`src/rtl/genius_pkg.sv`:
```
// rtl/genius_pkg.sv - shared types and default sizing for the Genius game input path
package genius_pkg;

    typedef enum logic [1:0] {
        GREEN  = 2'd0,
        RED    = 2'd1,
        BLUE   = 2'd2,
        YELLOW = 2'd3
    } color_e;

    localparam int NUM_BUTTONS_DEF     = 4;
    localparam int DEBOUNCE_CYCLES_DEF = 16;
    localparam int FIFO_DEPTH_DEF      = 4;

endpackage

```
`src/rtl/button_debouncer.sv`:
```
// rtl/button_debouncer.sv - one button channel: two-flop synchroniser, disagreement counter, stable level
module button_debouncer #(
    parameter int DEBOUNCE_CYCLES = 16
) (
    input  logic clk,
    input  logic rst,
    input  logic raw,
    output logic stable
);

    localparam int CW = $clog2(DEBOUNCE_CYCLES + 1);

    logic          sync_a;
    logic          sync_b;
    logic [CW-1:0] cnt;

    always_ff @(posedge clk or posedge rst) begin
        if (rst) begin
            sync_a <= 1'b0;
            sync_b <= 1'b0;
            cnt    <= '0;
            stable <= 1'b0;
        end else begin
            sync_a <= raw;
            sync_b <= sync_a;
            if (sync_b == stable) begin
                cnt <= '0;
            end else if (cnt == CW'(DEBOUNCE_CYCLES - 1)) begin
                // The increment that would reach the threshold flips the level instead.
                stable <= ~stable;
                cnt    <= '0;
            end else begin
                cnt <= cnt + 1'b1;
            end
        end
    end

endmodule

```
`src/rtl/button_input_unit.sv`:
```
// rtl/button_input_unit.sv - debounced, gated button presses queued as indices behind a valid/ready port
module button_input_unit
    import genius_pkg::*;
#(
    parameter int NUM_BUTTONS     = NUM_BUTTONS_DEF,
    parameter int DEBOUNCE_CYCLES = DEBOUNCE_CYCLES_DEF,
    parameter int FIFO_DEPTH      = FIFO_DEPTH_DEF,
    localparam int IDX_W          = $clog2(NUM_BUTTONS),
    localparam int CNT_W          = $clog2(FIFO_DEPTH + 1)
) (
    input  logic                   clk,
    input  logic                   rst,
    input  logic [NUM_BUTTONS-1:0] buttons_raw,
    input  logic                   player_wr,
    input  logic                   flush,
    input  logic                   press_ready,
    output logic                   press_valid,
    output logic [IDX_W-1:0]       press_index,
    output logic [CNT_W-1:0]       fifo_count,
    output logic [NUM_BUTTONS-1:0] stable_vec,
    output logic                   multi_err,
    output logic                   overflow
);

    localparam int PTR_W = $clog2(FIFO_DEPTH);
    localparam int POP_W = $clog2(NUM_BUTTONS + 1);

    logic [NUM_BUTTONS-1:0] stable_prev;
    logic [NUM_BUTTONS-1:0] edge_vec;
    logic [POP_W-1:0]       pop_cnt;
    logic [IDX_W-1:0]       enc;
    logic [IDX_W-1:0]       mem [FIFO_DEPTH];
    logic [PTR_W-1:0]       wr_ptr;
    logic [PTR_W-1:0]       rd_ptr;
    logic                   full;
    logic                   pop;
    logic                   push_req;
    logic                   do_push;

    for (genvar g = 0; g < NUM_BUTTONS; g++) begin : g_chan
        button_debouncer #(
            .DEBOUNCE_CYCLES(DEBOUNCE_CYCLES)
        ) u_deb (
            .clk   (clk),
            .rst   (rst),
            .raw   (buttons_raw[g]),
            .stable(stable_vec[g])
        );
    end

    assign edge_vec = stable_vec & ~stable_prev;

    always_comb begin
        pop_cnt = '0;
        enc     = '0;
        for (int i = 0; i < NUM_BUTTONS; i++) begin
            pop_cnt = pop_cnt + POP_W'(edge_vec[i]);
            if (edge_vec[i]) begin
                enc = IDX_W'(i);
            end
        end
    end

    assign press_valid = (fifo_count != '0);
    assign press_index = mem[rd_ptr];
    assign full        = (fifo_count == CNT_W'(FIFO_DEPTH));
    assign pop         = press_valid & press_ready;
    assign push_req    = player_wr && (pop_cnt == POP_W'(1));
    // A full queue still accepts a push when the head leaves in the same cycle.
    assign do_push     = push_req && !flush && (!full || pop);

    always_ff @(posedge clk or posedge rst) begin
        if (rst) begin
            stable_prev <= '0;
            multi_err   <= 1'b0;
            overflow    <= 1'b0;
            wr_ptr      <= '0;
            rd_ptr      <= '0;
            fifo_count  <= '0;
            for (int i = 0; i < FIFO_DEPTH; i++) begin
                mem[i] <= '0;
            end
        end else begin
            stable_prev <= stable_vec;
            multi_err   <= player_wr && (pop_cnt > POP_W'(1));
            overflow    <= push_req && !flush && full && !pop;
            if (flush) begin
                wr_ptr     <= '0;
                rd_ptr     <= '0;
                fifo_count <= '0;
            end else begin
                if (do_push) begin
                    mem[wr_ptr] <= enc;
                    wr_ptr      <= wr_ptr + 1'b1;
                end
                if (pop) begin
                    rd_ptr <= rd_ptr + 1'b1;
                end
                case ({do_push, pop})
                    2'b10:   fifo_count <= fifo_count + 1'b1;
                    2'b01:   fifo_count <= fifo_count - 1'b1;
                    default: fifo_count <= fifo_count;
                endcase
            end
        end
    end

endmodule

```
`config.mk`:
```
export PLATFORM = sky130hd
export DESIGN_NAME = button_input_unit
export DESIGN_NICKNAME = d
export VERILOG_FILES = /design/src/rtl/genius_pkg.sv /design/src/rtl/button_debouncer.sv /design/src/rtl/button_input_unit.sv
export SDC_FILE = /design/constraint.sdc
export NUM_CORES = 1
export LEC_CHECK = 0
export ABC_CLOCK_PERIOD_IN_PS = 3720
export BUFFER_PORTS_ARGS = -buffer_cell sky130_fd_sc_hd__buf_2
export CAP_MARGIN = 0
export CORE_MARGIN = 2
export CORE_UTILIZATION = 40
export CTS_BUF_LIST = sky130_fd_sc_hd__clkbuf_16
export DETAILED_ROUTE_END_ITERATION = 16
export PLACE_DENSITY = 0.59
export SLEW_MARGIN = 0
export SYNTH_ARGS = -nofsm -noshare
export SYNTH_HDL_FRONTEND = slang
export SYNTH_SLANG_ARGS = --single-unit
```
`constraint.sdc`:
```
create_clock -name clk -period 3.72 [get_ports clk]
set_clock_uncertainty 0.15 [all_clocks]
set_input_delay 0.744 -clock clk [delete_from_list [all_inputs] [get_ports clk]]
set_output_delay 0.744 -clock clk [all_outputs]
set_load 0.02 [all_outputs]
```
# After elaboration in Yosys (flattened, before gate mapping)
# Cells that the tools add are included.
# classes
addsub,11
magnitude_cmp,4
eq_ne,12
mux,23
n_bitwise,14
reduce_logical,20
# op_table
cell,n
$mux W5,8
$add A5 B1 Y5 const B,4
$eq A5 B4 Y1 const B,4
$mux W2,9
$reduce_and A2 Y1,5
$not A1 Y1,9
$bwmux W8,1
$logic_and A1 B1 Y1,7
$ge A3 B3 Y1 const B,2
$not A2 Y3,2
$pmux W3 S2,1
$reduce_bool A3 Y1,2
$add A2 B1 Y2 const B,2
$and A4 B4 Y4,1
$bmux W2 S2,1
$demux W2 S2,1
$eq A1 B1 Y1,4
$not A4 Y4,1
$reduce_bool A2 Y1,2
$add A2 B1 Y3,1
$add A3 B1 Y3,1
$add A3 B1 Y3 const B,1
$eq A3 B1 Y1 const B,1
$eq A3 B3 Y1 const B,1
11 further kinds,13
# word_totals
regBits,53
inputBits,9
output_inout_bits,12
elab_cells,110

# Depth between registers and ports, before layout
# Gate-level depths: netlist of the first run.
# depth
word_depth,12
depth_mapped,12
depth_no_buf,12

# Cells and area by module
# Synthesis of the first run repeated with hierarchy kept, for this count alone.
# hier_totals
hier_cells,196
area_unflattened_um2,2463.6
# modules_own_cells
mod,instances,cells_per_inst,area_per_inst_um2,seq_area_each_um2
button_debouncer,4,24,315.3,200.2
button_input_unit,1,100,1202.4,525.5

# Least setup slack after synthesis of the first run
# Ideal clock, no wire load.
# synth_timing
path_type,flip-flop to flip-flop
start,register g_chan[3].u_deb.stable
end,register fifo_count[2]
setup_ps,128
arrival_time_ps,3019
required_time_ps,3442
setup_slack_ps,424
stages_incl_launch_ff,13
n_path_buf,0
period_less_slack_ps,3296
cell_sequence,dfrtp_1 -> nor2b_1 -> fa_1 -> ha_1 -> inv_1 -> ha_1 -> nor4b_2 -> a21oi_1 -> inv_1 -> fa_1 -> nor2_1 -> a22oi_4 -> mux2_1
# synth_via
elab_chain_len,9
word_cells_on_any_way,11
cone_classes,add/sub (1); eq/ne (3); mux (2); bitwise (1); reduce/logical (4)
# synth_lines
element,line,rtl
start: declaration,button_debouncer.sv:8,output logic stable
start signal: assignment,button_debouncer.sv:30,stable <= ~stable;
$and A4 B4 Y4 (*),button_input_unit.sv:51,assign edge_vec = stable_vec & ~stable_prev;
$add A3 B1 Y3 (*),button_input_unit.sv:57,pop_cnt = pop_cnt + POP_W'(edge_vec[i]);
$eq A3 B1 Y1 (*),button_input_unit.sv:68,assign push_req = player_wr && (pop_cnt == POP_W'(1));
$logic_and A1 B1 Y1 (*),button_input_unit.sv:68,
$logic_and A1 B1 Y1 (*) (2 in a row),button_input_unit.sv:70,assign do_push = push_req && !flush && (!full || pop);
$eq A2 B1 Y1 / $eq A2 B2 Y1 (equally long branches),button_input_unit.sv:99,"case ({do_push, pop})"
$pmux W3 S2,button_input_unit.sv:99,
$mux W3,button_input_unit.sv:87,if (flush) begin
end signal: assignment,button_input_unit.sv:100,2'b10: fifo_count <= fifo_count + 1'b1;
end signal: assignment,button_input_unit.sv:101,2'b01: fifo_count <= fifo_count - 1'b1;
end signal: assignment,button_input_unit.sv:102,default: fifo_count <= fifo_count;
end: declaration,button_input_unit.sv:19,"output logic [CNT_W-1:0] fifo_count,"
# Every way passes the cells marked *; elsewhere a longest branch is shown, timed or not.
# A chain may end at the register's enable or synchronous reset.

# Final worst setup path of the first run
# Ends and elaborated chain as after synthesis.

==> results.ini, run 1 <==
[timing]
tns_ps=0
fmax_mhz=289.3
slew_violations=0
tightest_slew_ps=1067
whs_ps=199.5
max-slew-margin-rel_pct=28.79
hold_viol=0
min_period_ps=3457
rsz0062_at_grt=true
fin_crit_sh_pct=92.92
setup_violations=0

[global_route]
antenna_found_initial=0
grt_usage_pct=11.82
grt_pass1_vias=1327
grt_pass1_wl_mm=5.906
grt-ovfl-total=0
grt_max_degree=54

[yosys]
synth_seq_area_share_pct=56.00
ys_ff_latch=53
synth_top_family_by_area=simple AND/OR/NAND/NOR gates
synth_compound_area_share_pct=4.596
synthXorXnorAreaFrac_pct=5.177
synth.cell_area_um2=2369
synth_nets=216
synth_adder_area_share_pct=7.501
ys_warn_count=0
syn-mean-instance-area_um2=12.21
netlist-cell-type-count=31
yosys.area_share.simple_pct=12.94
synth_cells=194
muxShareOfSynthArea_pct=9.931

[final_layout]
diodes=0
final_common_cell=dfrtp_1
final_cell_area_um2=2661
layout_common_cells=dfrtp_1 (53), nor2_1 (24), buf_2 (20), mux2_2 (15), xor2_1 (13)
finalNetCount=237
drive_gt1_share_pct=22.69
fillCellCount=576
area_growth_pct=12.36
multiInputGateArea_um2=953.4
seq_area_um2=1326

[job]
drv_cap=0

[placed_design]
io_buffers=20
hpwl_mm=2.389
placed_cell_area_um2=2516
gp_congestion=0.7085

[detailed_routing]
wl_mm=3.334
maxUsedRoutingLayer=met4
antenna_left=0
post_drt_wl_per_cell_um=11.46
num_vias=1354
wl_met2_mm=1.429
via_per_inst=4.653
wl_met3_um=134
first_pass_iters=4
first_iter_violations=70
drc=0
met1Wirelength_mm=1.716

[setup_path]
path_class=reg -> reg
startpoint_type=flop
r2r_end=fifo_count[2]
critPathArrivalTime_ps=3470
r2r_start=g_chan[3].u_deb.stable
r2r_slack_ps=260
ff2ff_path_depth=12
path_max_fanout=5
endpoint_kind=flop
worstSetupStartpoint=g_chan[3].u_deb.stable
crit_required_ps=3740

[floorplanning]
die_h_um=80.95
die_w_um=80.95
core-area_um2=5816
die_area_um2=6553
ioPinCount=21
core.rowCount=28
start_util_pct=40.73

[clock_network]
hold_buffers=0
clock-root-buffer=clkbuf_16
numCtsBuffers=5
cts_tree=done
clockBufferDepth=2
cts_sinks=53
htree_levels=2
clkTransAtPathRegs_ps=60
clock_latency_ps=290

[pwr]
power_density_nw_per_um2=495.5
power_uw=1319
vdd_drop_max_v=0.0003576
leakagePower_uw=0.001438

[min_path]
whs_path_depth=0
min_to=g_chan[3].u_deb.sync_b
worstHoldStart=g_chan[3].u_deb.sync_a
hp-class=reg -> reg

[outcome]
status=completed

[routing by layer]
metal  vias up  global-route usage (%)
met5         -                       0
met4         0                   5.593
met3         5                   2.667
met2        23                   17.60
met1       646                   16.41
li1        680                       -
[how the worst max path moves through the flow]
stage / slack (ps) / endpoint / cells after the start
after floorplan: 420 / fifo_count[2] / 12
after global placement: 340 / fifo_count[2] / 12
after detailed placement: 260 / fifo_count[2] / 12
after CTS: 250 / fifo_count[2] / 12
after global routing: 0.6 / fifo_count[1] / 11
final: 260 / fifo_count[2] / 12
[synth_stat cells]
cell type	number	area, um2
and3_1	5	31.28
mux2_1	1	11.26
or4b_1	1	10.01
xor2_1	13	113.9
mux2_2	15	168.9
and2_1	6	37.54
buf_4	4	30.03
nor4b_2	1	15.01
o31ai_1	1	7.510
o21ai_0	7	35.03
xnor2_1	1	8.760
inv_1	12	45.04
mux2i_1	1	10.01
nor2_1	24	90.09
dfrtp_1	53	1326
or3_1	1	6.260
a21oi_2	1	8.760
nand2_1	9	33.78
buf_6	1	11.26
nor2b_1	4	25.02
nand3_1	9	45.04
fa_1	2	40.04
a221o_1	1	10.01
a22oi_4	1	21.27
nand2b_1	2	12.51
a21o_1	1	7.510
mux4_2	2	45.04
a21oi_1	2	10.01
o31a_1	1	8.760
ha_1	11	137.6
buf_2	1	5.000
[final cells by class]
type / instances / area share, %
clock inverters: 3 / 0.6582
clock buffers: 5 / 4.701
multi-input cells: 123 / 35.83
flip-flops and latches: 53 / 49.84
repair buffers: 20 / 3.761
inverters: 12 / 1.693
well taps: 75 / 3.526
[worst max-delay path, cell delays in order, from the launching register on]
cell     delay, ps
dfrtp_1        420
nor2b_2        190
fa_1           540
ha_1           160
inv_1           50
ha_1           290
nor4b_2         60
a21oi_1        370
inv_1          100
fa_1           430
nor2_1         200
a22oi_4         60
mux2_1         320
[power breakdown]
group / total (uW) / internal (uW) / switching (uW)
clock network: 441 / 247 / 194
registers: 646 / 607 / 38.9
logic: 232 / 105 / 128
[cells by family (layout without fill, tap and decap cells)]
family                   count (synthesis)  after routing
AND/OR/NAND/NOR                         62             62
flip-flops                              53             53
multiplexers                            19             19
buffers and inverters                   18             40
AO/OA/AOI/OAI                           15             15
XOR/XNOR                                14             14
adder cells (fa/ha/maj)                 13             13
[per-stage QoR]
step,cells,util [%],setup slack [ps]
2_1_floorplan,194,-,423.7
6_report,291,45.76,263.4
3_5_place_dp,283,43.27,262.1
3_3_place_gp,283,43.27,336.2
4_1_cts,291,45.72,246.2
5_1_grt,291,45.76,0.6080
[state kept, by name, summed over array words and instances (netlist names)]
register,flops
overflow,1
rd_ptr,2
wr_ptr,2
g_chan.u_deb.sync_a,4
g_chan.u_deb.cnt,20
multi_err,1
g_chan.u_deb.sync_b,4
mem,8
fifo_count,3
g_chan.u_deb.stable,4
stable_prev,4
[repair_timing]
item                                    CTS  global route
endpoints found under the setup margin    0             1
setup buffers                             0             0
resized for setup                         0             1
hold endpoints to repair                  0             0
Power figures use the tool's default switching activity.
==> run 2: changes to the inputs <==
Settings changed: ABC_CLOCK_PERIOD_IN_PS 3720 to 2900, PLACE_DENSITY 0.59 to 0.61.
Clock period 3.72 ns to 2.9 ns, I/O delays scaled along.
==> run 2 against run 1 <==
Combinational power rose by 56%; design area rose by 5.6%; register-to-register slack got worse by 450 ps; clock power rose by 28%; count of clock-buffer cells in the layout did not move; the flow now finishes with violations (negative setup slack); global-route usage rose by 1.4 points; total power rose by 33%; wire length rose by 10%.
==> results.ini, run 2 (synthesized netlist as in run 1, its figures left out) <==
[clock_network]
numCtsBuffers=5
clockBufferDepth=2
clock_latency_ps=290
clkTransAtPathRegs_ps=60
hold_buffers=0
cts_sinks=53
htree_levels=2
cts_tree=done
clock-root-buffer=clkbuf_16

[pwr]
switchingPower_uw=489.1
pwr-share-comb_pct=20.6
internal_power_uw=1264
seqPwrFrac_pct=47.3
switching_share_pct=27.89
vdd_drop_max_v=0.0002526
power_density_nw_per_um2=624.0
clkPwrFrac_pct=32.2
power_uw=1754
leakagePower_uw=0.001498

[final_layout]
fillCellCount=570
drive_gt1_share_pct=29.78
largest_register_ffs=20
reg.largest.list=g_chan.u_deb.cnt: 20 flops, mem: 8 flops
final_cell_area_um2=2810
layout_common_cells=dfrtp_1 (53), nor2_1 (23), buf_2 (20), mux2_2 (14), xor2_1 (13)
finalNetCount=246
seq_area_um2=1326
multiInputGateArea_um2=1015
final_common_cell=dfrtp_1
area_growth_pct=18.65
diodes=0
fin_util_pct=48.32
largest_register=g_chan.u_deb.cnt

[setup_path]
path_max_fanout=3
crit_path_top_delay_cell=fa_1
crit_family=adder cells
cp_slowest_stage_delay_ps=540
critPathArrivalTime_ps=3160
critPathBufInv=2
crit_path_cell_trace=nor2b_4, fa_1, ha_2, inv_2, ha_4, nor4b_4, a21oi_2, inv_2, fa_2, a221o_1, a21oi_2
startpoint_type=flop
crit_required_ps=2970
path_class=reg -> reg
endpoint_kind=flop

[global_route]
antenna_found_initial=0
grt-ovfl-total=0
grt_max_degree=40
grt_pass1_vias=1426
grt_usage_pct=13.20
grt_pass1_wl_mm=6.430

[floorplanning]
core.rowCount=28
die_area_um2=6553
die_w_um=80.95
core-area_um2=5816
start_util_pct=40.73
ioPinCount=21
die_h_um=80.95

[detailed_routing]
first_iter_violations=37
wl_mm=3.684
via_per_inst=4.657
num_vias=1397
first_pass_iters=4
met1Wirelength_mm=1.724
post_drt_wl_per_cell_um=12.28
antenna_left=0
maxUsedRoutingLayer=met4
wl_met3_um=112
drc=0
wl_met2_mm=1.738

[placed_design]
place_ws_ps=-161.8
gp_congestion=0.7393
io_buffers=20
placed_cell_area_um2=2639
hpwl_mm=2.603

[job]
drv_cap=0

[timing]
slew_violations=0
min_period_ps=3088
tightest_slew_ps=450.2
fin_crit_sh_pct=106.5
fmax_mhz=323.8
setup_violations=3
layout_setup_ws_ps=-188.0
max-slew-margin-rel_pct=69.73
hold_viol=0
tns_ps=-344.8
rsz0062_at_grt=true

[outcome]
status=finished with violations
violations=negative setup slack

[min_path]
hp-class=in -> async

## run 2: worst register-to-register path, stage by stage, from the launching register on
cell and delay (ps):
dfrtp_1 380, nor2b_4 130, fa_1 540, ha_2 190
inv_2 50, ha_4 220, nor4b_4 330, a21oi_2 110
inv_2 80, fa_2 420, a221o_1 310, a21oi_2 110
## run 2: cell type report
| type | instances | share of cell area (%) |
|---|---|---|
| multi-input combinational | 123 | 36.11 |
| clock buffer | 5 | 4.452 |
| clock inverter | 3 | 0.4452 |
| sequential | 53 | 47.19 |
| tap | 75 | 3.339 |
| inverter | 12 | 1.603 |
| timing repair buffer | 29 | 6.857 |
## run 2: power by group through the flow
stage	combinational, uW	clock (uW)	sequential, uW
floorplan	230	0	853
global placement	330	0	841
detailed placement	335	0	842
CTS	353	587	828
global route	410	607	838
finish	361	564	829
## run 2: per-stage QoR
stage	cells	hold slack [ps]
global placement	290	182.8
floorplan	194	181.2
global route	300	127.2
detailed placement	290	184.7
CTS	299	100.1
finish	300	89.84
## run 2: path summary, 6_finish.rpt
path	from	end	slack (ps)	cells after the start
hold reg to reg	g_chan[0].u_deb.sync_a	g_chan[0].u_deb.sync_b	200	0
setup reg to reg	g_chan[3].u_deb.stable	fifo_count[1]	-190	11
hold / removal	rst	g_chan[2].u_deb.sync_a	90	2
setup / recovery	g_chan[3].u_deb.stable	fifo_count[1]	-190	11
max in group asynchronous	rst	g_chan[1].u_deb.sync_b	2010	3
min in group clk	g_chan[0].u_deb.sync_a	g_chan[0].u_deb.sync_b	200	0
## run 2: what timing repair did
item / CTS / global route
pin swaps: 1 / 7
resized for setup: 3 / 4
setup buffers: 2 / 1
endpoints found under the setup margin: 2 / 11
## run 2: per-layer routing
layer / GRT usage (%) / up-vias
met5: 0 / -
met4: 8.136 / 0
met3: 3.111 / 9
met2: 21.07 / 15
met1: 16.20 / 674
li1: - / 699
==> run 3: changes to the inputs <==
Settings changed: CORE_MARGIN 2 to 5.
==> run 3 against run 2 <==
The run still ends with negative setup slack left; non-clock buffer count grew 2; wire length decreased by 1.1%; critical path depth stayed put; count of clock-buffer cells in the layout did not move; core utilization up 0.61 points; hold slack got worse by 7.2 ps; die area is 15% higher; setup slack better by 72 ps; sequential share of layout area fell by 0.87 points; flip-flop and latch count is the same; combinational power shrank 2%.
==> results.ini, run 3 (synthesized netlist as in run 1, its figures left out) <==
[clock_network]
numCtsBuffers=5
clock_latency_ps=290
hold_buffers=0
clock-root-buffer=clkbuf_16
clkTransAtPathRegs_ps=70
htree_levels=2
clockBufferDepth=2
cts_sinks=53
cts_tree=done

[setup_path]
startpoint_type=flop
critPathArrivalTime_ps=3080
ff2ff_path_depth=11
endpoint_kind=flop
path_max_fanout=2
path_class=reg -> reg
crit_required_ps=2960

[pwr]
vdd_drop_max_v=0.0002220
power_density_nw_per_um2=616.2
power_uw=1764
leakagePower_uw=0.001557

[detailed_routing]
first_iter_violations=97
antenna_left=0
wl_mm=3.643
post_drt_wl_per_cell_um=12.06
drc=0
via_per_inst=4.666
first_pass_iters=4
num_vias=1409

[timing]
min_period_ps=3016
setup_violations=2
slew_violations=0
tns_ps=-145.8
layout_setup_ws_ps=-116.4
fin_crit_sh_pct=104.0
max-slew-margin-rel_pct=71.96
tightest_slew_ps=417.1
rsz0062_at_grt=true
hold_viol=0
fmax_mhz=331.5

[floorplanning]
start_util_pct=40.48
core-area_um2=5851
die_h_um=86.95
ioPinCount=21
die_area_um2=7560
die_w_um=86.95
core.rowCount=28

[global_route]
grt_usage_pct=10.51
grt_max_degree=41
grt-ovfl-total=0
antenna_found_initial=0
grt_pass1_vias=1406
grt_pass1_wl_mm=6.182

[outcome]
violations=negative setup slack
status=finished with violations

[final_layout]
finalNetCount=248
layout_common_cells=dfrtp_1 (53), nor2_1 (23), buf_2 (20), mux2_2 (14), xor2_1 (13)
reg.largest.list=g_chan.u_deb.cnt: 20 flops, mem: 8 flops
area_growth_pct=20.87
final_cell_area_um2=2863
largest_register_ffs=20
final_common_cell=dfrtp_1
fin_util_pct=48.93
diodes=0
drive_gt1_share_pct=32.16
largest_register=g_chan.u_deb.cnt
instances_no_fill=302

[placed_design]
hpwl_mm=2.637
gp_congestion=0.7157
dp.cells=292
io_buffers=20
placed_cell_area_um2=2641

[job]
drv_cap=0

[min_path]
hp-class=in -> async

[run 3: what timing repair did]
item	CTS	global route
resized for setup	9	9
pin swaps	1	3
endpoints found under the hold margin	0	0
cloned	0	1
endpoints found under the setup margin	2	13
buffers inserted	3	1
[run 3: layer usage]
metal	wire length, um	track usage (%)
met5	0	0
met4	87	6.374
met3	116	2.271
met2	1722	16.70
met1	1717	13.01
[run 3: critical path, cell delays in order, from the launching register on]
cell     delay, ps
dfrtp_1        380
nor2b_4        130
fa_1           530
ha_2           180
inv_2           40
ha_4           210
nor4b_4        250
a21oi_2         90
inv_1           90
fa_2           440
a221o_1        320
a21oi_1        120
[run 3: final timing paths]
| kind | start | end | slack [ps] |
|---|---|---|---|
| worst max-delay path | g_chan[3].u_deb.stable | fifo_count[1] | -120 |
| worst min-delay path | rst | g_chan[2].u_deb.sync_a | 80 |
| worst max register to register | g_chan[3].u_deb.stable | fifo_count[1] | -120 |
| worst min register to register | g_chan[3].u_deb.sync_a | g_chan[3].u_deb.sync_b | 200 |
| max in group asynchronous | rst | multi_err | 2020 |
| min in group clk | g_chan[3].u_deb.sync_a | g_chan[3].u_deb.sync_b | 200 |
[run 3: area by class of cell]
cell class	count	area, um2
sequential	53	1326
inverter	12	45.04
tap	75	93.84
timing repair buffer	31	206.4
fill	527	2988
clock buffer	5	125.1
multi-input combinational	123	1046
clock inverter	3	20.02
[run 3: report_power, final]
part / leakage (uW) / total [uW] / switching (uW) / internal (uW)
clock network: 0.0000679 / 584 / 264 / 320
registers: 0.000711 / 827 / 49.5 / 778
logic: 0.000778 / 352 / 183 / 169
[run 3: metrics by stage]
step / hold slack, ps / worst slack (ps)
6_report: 82.61 / -116.4
5_1_grt: 116.5 / -228.5
4_1_cts: 91.17 / -124.7
3_5_place_dp: 185.8 / -118.7
3_3_place_gp: 182.3 / -81.18
2_1_floorplan: 181.2 / -142.3
